`src/rtl/mmio_responder.sv`:
```
`default_nettype none
// ============================================================================
// Module   : mmio_responder
// Purpose  : MMIO target for the upper half of the 9-bit data-memory space:
//            LED, switch, prescaled timer and HEX-display registers.
// Revision : 1.0 - initial release
// ============================================================================
module mmio_responder #(
  parameter int PRESCALE    = 50000,
  parameter int SYNC_STAGES = 2
) (
  input  logic        clk,
  input  logic        reset_n,
  input  logic [1:0]  mem_cmd,
  input  logic [8:0]  mem_addr,
  input  logic [15:0] write_data,
  input  logic [9:0]  sw_in,
  output logic        mmio_sel,
  output logic [15:0] read_data,
  output logic [7:0]  ledr,
  output logic [15:0] hex_value,
  output logic        timer_tick
);

  localparam logic [1:0]  c_mread       = 2'b01;
  localparam logic [1:0]  c_mwrite      = 2'b10;
  localparam logic [8:0]  c_addr_led    = 9'h100;
  localparam logic [8:0]  c_addr_sw     = 9'h140;
  localparam logic [8:0]  c_addr_timer  = 9'h180;
  localparam logic [8:0]  c_addr_hex    = 9'h1C0;
  localparam logic [15:0] c_presc_last  = 16'(PRESCALE - 1);

  logic [7:0]  led_q,   led_d;
  logic [15:0] hex_q,   hex_d;
  logic [15:0] timer_q, timer_d;
  logic [15:0] presc_q, presc_d;
  logic [15:0] rdata_q, rdata_d;
  logic        tick_q,  tick_d;
  logic [9:0]  sync_q [SYNC_STAGES];

  logic        w_rd;
  logic        w_wr;
  logic        w_wrap;
  logic        w_timer_wr;
  logic [15:0] w_rd_mux;

  assign mmio_sel = mem_addr[8];
  assign w_rd     = mmio_sel && (mem_cmd == c_mread);
  assign w_wr     = mmio_sel && (mem_cmd == c_mwrite);
  assign w_wrap   = (presc_q == c_presc_last);
  assign w_timer_wr = w_wr && (mem_addr == c_addr_timer);

  // Switch synchronizer: stage 0 samples the raw pins, later stages re-time.
  always_ff @(posedge clk or negedge reset_n) begin
    if (!reset_n) begin
      sync_q[0] <= '0;
    end else begin
      sync_q[0] <= sw_in;
    end
  end

  for (genvar g = 1; g < SYNC_STAGES; g++) begin : g_sync
    always_ff @(posedge clk or negedge reset_n) begin
      if (!reset_n) begin
        sync_q[g] <= '0;
      end else begin
        sync_q[g] <= sync_q[g-1];
      end
    end
  end

  always_comb begin
    w_rd_mux = 16'h0000;
    case (mem_addr)
      c_addr_led:   w_rd_mux = {8'h00, led_q};
      c_addr_sw:    w_rd_mux = {6'b0, sync_q[SYNC_STAGES-1]};
      c_addr_timer: w_rd_mux = timer_q;
      c_addr_hex:   w_rd_mux = hex_q;
      default:      w_rd_mux = 16'h0000;
    endcase
  end

  always_comb begin
    led_d   = led_q;
    hex_d   = hex_q;
    timer_d = timer_q;
    presc_d = presc_q + 16'd1;
    tick_d  = 1'b0;
    rdata_d = w_rd ? w_rd_mux : 16'h0000;

    if (w_wr && (mem_addr == c_addr_led)) begin
      led_d = write_data[7:0];
    end
    if (w_wr && (mem_addr == c_addr_hex)) begin
      hex_d = write_data;
    end

    // A CPU load of the timer overrides a coincident prescaler wrap.
    if (w_timer_wr) begin
      timer_d = write_data;
      presc_d = 16'h0000;
    end else if (w_wrap) begin
      timer_d = timer_q + 16'd1;
      presc_d = 16'h0000;
      tick_d  = 1'b1;
    end
  end

  always_ff @(posedge clk or negedge reset_n) begin
    if (!reset_n) begin
      led_q   <= '0;
      hex_q   <= '0;
      timer_q <= '0;
      presc_q <= '0;
      rdata_q <= '0;
      tick_q  <= 1'b0;
    end else begin
      led_q   <= led_d;
      hex_q   <= hex_d;
      timer_q <= timer_d;
      presc_q <= presc_d;
      rdata_q <= rdata_d;
      tick_q  <= tick_d;
    end
  end

  assign read_data  = rdata_q;
  assign ledr       = led_q;
  assign hex_value  = hex_q;
  assign timer_tick = tick_q;

endmodule
`default_nettype wire
```
`config.mk`:
```
export PLATFORM = sky130hd
export DESIGN_NAME = mmio_responder
export DESIGN_NICKNAME = d
export VERILOG_FILES = /design/src/rtl/mmio_responder.sv
export SDC_FILE = /design/constraint.sdc
export NUM_CORES = 1
export LEC_CHECK = 0
export CAP_MARGIN = 25
export CORE_MARGIN = 4
export CORE_UTILIZATION = 35
export CTS_CLUSTER_DIAMETER = 50
export DETAILED_ROUTE_END_ITERATION = 6
export HOLD_SLACK_MARGIN = 0.08
export PLACE_DENSITY = 0.64
export REMOVE_ABC_BUFFERS = 1
export SLEW_MARGIN = 30
export SYNTH_ARGS = -nofsm -noshare
export SYNTH_HDL_FRONTEND = slang
export SYNTH_SLANG_ARGS = --single-unit
```
`constraint.sdc`:
```
create_clock -name clk -period 2.3 [get_ports clk]
set_clock_uncertainty 0.15 [all_clocks]
set_input_delay 0.345 -clock clk [delete_from_list [all_inputs] [get_ports clk]]
set_output_delay 0.345 -clock clk [all_outputs]
set_load 0.02 [all_outputs]
```
==> flow_metrics.py <==
metrics = {
    "detailed_routing": {
        "vias": 2714,
        "first_pass_iters": 4,
        "antenna_left": 0,
        "wl_per_cell_um": 16.5,
        "vias_per_cell": 4.88,
        "drc": 0,
        "routed_wl_um": 9150,
        "drt-initial-drc-count": 116,
    },
    "synth": {
        "synth_top_area_share_pct": 58.6,
        "ys_warn_count": 0,
        "yosys.cell_types.count": 34,
        "synth-edff-count": 0,
        "synth.area.top_cells": "dfrtp_1 59%, xnor2_1 4.6%, mux2_2 4.5%, mux4_2 4.5%, nor2_1 4.4%",
        "syn_avg_cell_area_um2": 12.6,
        "ys.flop_type": "dfrtp_1",
        "syn_inst": 315,
        "netlist_area_um2": 3970,
        "synthArstFlopShare_pct": 100,
        "yosysSeqAreaShare_pct": 58.6,
        "yosysTopAreaCell": "dfrtp_1",
        "synth_seq_cells": 93,
    },
    "clocking": {
        "clk_latency_ns": 0.33,
        "cts_root_buf": "clkbuf_16",
        "cts_buffer_depth": 2,
        "clock-sinks": 93,
        "htreeDepth": 3,
        "path_clk_slew_ns": 0.06,
        "cts_buffers": 9,
        "cts_tree": "built",
    },
    "setup_path": {
        "path_class": "in2reg",
        "required_ns": 2.36,
        "critical_path.max_fanout": 11,
        "startpoint_type": "input port",
        "cp_data_arrival_time_ns": 2.25,
        "endpoint_kind": "register",
    },
    "placed_design": {
        "port_buffers": 80,
        "dp_hpwl_um": 6750,
        "placedCellCount": 540,
        "dp_slack_ns": -0.301,
        "gp_congestion": 0.752,
    },
    "floorplan": {
        "die_area_um2": 13100,
        "top_level_ports": 81,
        "fp.dieW_um": 115,
        "die_h_um": 115,
        "core-area_um2": 11000,
        "rows": 38,
        "start_util_pct": 36.2,
    },
    "power": {
        "cellLeakagePower_nw": 2.36,
        "ir_worst_vdd_mv": 0.322,
        "p_total_mw": 3.64,
        "powerDensity_nw_per_um2": 676,
    },
    "finish": {
        "drive_above_1_share_pct": 17.8,
        "fillerInstances": 989,
        "nets": 453,
        "diodes": 0,
        "area_growth_pct": 35.5,
        "stdcell_count": 556,
    },
    "timing": {
        "setup_viol": 0,
        "drv_slew": 0,
        "fmax_mhz": 458,
        "rsz0062_at_grt": "false",
        "setup_ws_ns": 0.115,
        "slew_headroom_pct": 66.5,
        "tightest_slew_ns": 0.502,
        "post-route-period-util_pct": 95.0,
        "min_period_ns": 2.19,
        "hold_viol": 0,
    },
    "hold_path": {
        "hold_path.class": "reg2reg",
    },
    "global_route": {
        "grt_max_degree": 42,
        "overflow": 0,
        "antenna_found_initial": 0,
        "groute.usage.overall_pct": 15.1,
        "grt_pass1_wl_um": 15300,
        "grt_pass1_vias": 2932,
    },
    "run_status": {
        "status": "finished, final reports clean",
    },
    "run": {
        "drv_cap": 0,
    },
}
[path summary, 6_finish.rpt]
path,endpoint,slack [ns],from,cells past startpoint
max in group asynchronous,hex_value[0]$_DFFE_PN0P_,1.01,reset_n,3
min in group asynchronous,presc_q[9]$_DFF_PN0_,0.37,reset_n,2
min,sync_q[1]$_DFF_PN0_,0.20,sync_q[11]$_DFF_PN0_,0
max,hex_value[6]$_DFFE_PN0P_,0.11,mem_addr[3],7
max reg2reg,timer_q[5]$_DFFE_PN0P_,0.30,presc_q[0]$_DFF_PN0_,6
min reg2reg,sync_q[1]$_DFF_PN0_,0.20,sync_q[11]$_DFF_PN0_,0
[flip-flops by register name, summed over array words and instances (netlist names)]
register / cells
timer_tick: 1
read_data: 16
hex_value: 16
presc_q: 16
ledr: 8
sync_q: 20
timer_q: 16
[synthesized netlist by cell type (all sizes together) (2+ instances only)]
| cell type | number |
|---|---|
| mux2i | 7 |
| and3 | 5 |
| a22oi | 2 |
| ha | 2 |
| nand3 | 11 |
| nand4 | 8 |
| mux4 | 8 |
| and4 | 4 |
| nor3 | 8 |
| nor2 | 47 |
| clkbuf | 8 |
| dfrtp | 93 |
| inv | 7 |
| xor2 | 8 |
| nand2 | 9 |
| nor4 | 3 |
| buf | 5 |
| mux2 | 26 |
| xnor2 | 21 |
| a21oi | 18 |
| nor2b | 8 |
[area by class of cell]
type | count | area, um2 | share of cell area [%]
Timing Repair Buffer | 99 | 993 | 18.5
Sequential cell | 93 | 2330 | 43.2
Clock inverter | 1 | 30.0 | 0.558
Multi-Input combinational cell | 202 | 1570 | 29.1
Inverter | 7 | 26.3 | 0.488
Tap cell | 140 | 175 | 3.25
Clock buffer | 14 | 264 | 4.90
[metrics by stage]
step	hold WS [ns]	area [um2]	setup TNS (ns)	utilization [%]
floorplan	-0.101	3910	-5.02	-
global placement	0.183	5060	-12.13	46.1
detailed placement	0.185	5060	-12.52	46.1
CTS	0.198	5370	0	48.9
global route	0.203	5380	0	49.0
finish	0.197	5380	0	49.0
[cells in the final DEF, fill, tap and decap left out, drive strengths merged]
cell type | synthesis | layout
dfrtp | 93 | 93
clkdlybuf4s50 | 0 | 79
nor2 | 47 | 47
mux2 | 26 | 26
xnor2 | 21 | 21
buf | 5 | 19
a21oi | 18 | 18
clkbuf | 8 | 14
nand3 | 11 | 11
nand2 | 9 | 9
nand4 | 8 | 8
nor3 | 8 | 8
xor2 | 8 | 8
mux4 | 8 | 8
nor2b | 8 | 8
inv | 7 | 7
mux2i | 7 | 7
and3 | 5 | 5
and4 | 4 | 4
nor4 | 3 | 3
a22oi | 2 | 2
ha | 2 | 2
or4 | 1 | 1
or3b | 1 | 1
nor4b | 1 | 1
nor4bb | 1 | 1
and4bb | 1 | 1
or4b | 1 | 1
or2 | 1 | 1
bufinv | 0 | 1
dlygate4sd3 | 0 | 1
[cells by family after synthesis]
family	count (synthesis)	share of synthesized area, %
AND/OR/NAND/NOR	110	14.8
flip-flops	93	58.6
adder cells (fa/ha/maj)	2	0.630
buffers and inverters	20	2.33
multiplexers	41	14.6
XOR/XNOR	29	6.39
AO/OA/AOI/OAI	20	2.65
[metal layers]
metal  part of all wire [%]  vias to the layer above  routed length, um  GRT usage [%]
li1                       -                     1285                  -              -
met5                      0                        -                  0              0
met3                    5.8                       10                529           4.02
met4                    1.3                        0                119           4.51
met2                     51                       69               4700           24.8
met1                     42                     1350               3800           19.5
[what timing repair did]
| item | CTS | global route |
|---|---|---|
| hold buffers | 1 | 0 |
| resized for setup | 0 | 3 |
| buffers inserted | 0 | 0 |
| hold endpoints to repair | 35 | 0 |
| setup endpoints to repair | 0 | 4 |
[worst max-delay path: stages]
cell	delay, ns
clkdlybuf4s50_1	0.40
or4_4	0.55
nor4_4	0.22
buf_4	0.18
nand3_4	0.09
buf_12	0.16
mux2_4	0.30
[power by group]
| part | switching (mW) | total [mW] | internal [mW] |
|---|---|---|---|
| registers | 0.0929 | 1.81 | 1.72 |
| logic | 0.164 | 0.365 | 0.201 |
| clock network | 0.564 | 1.46 | 0.897 |
Note: power is estimated with default switching activity, not from simulation.
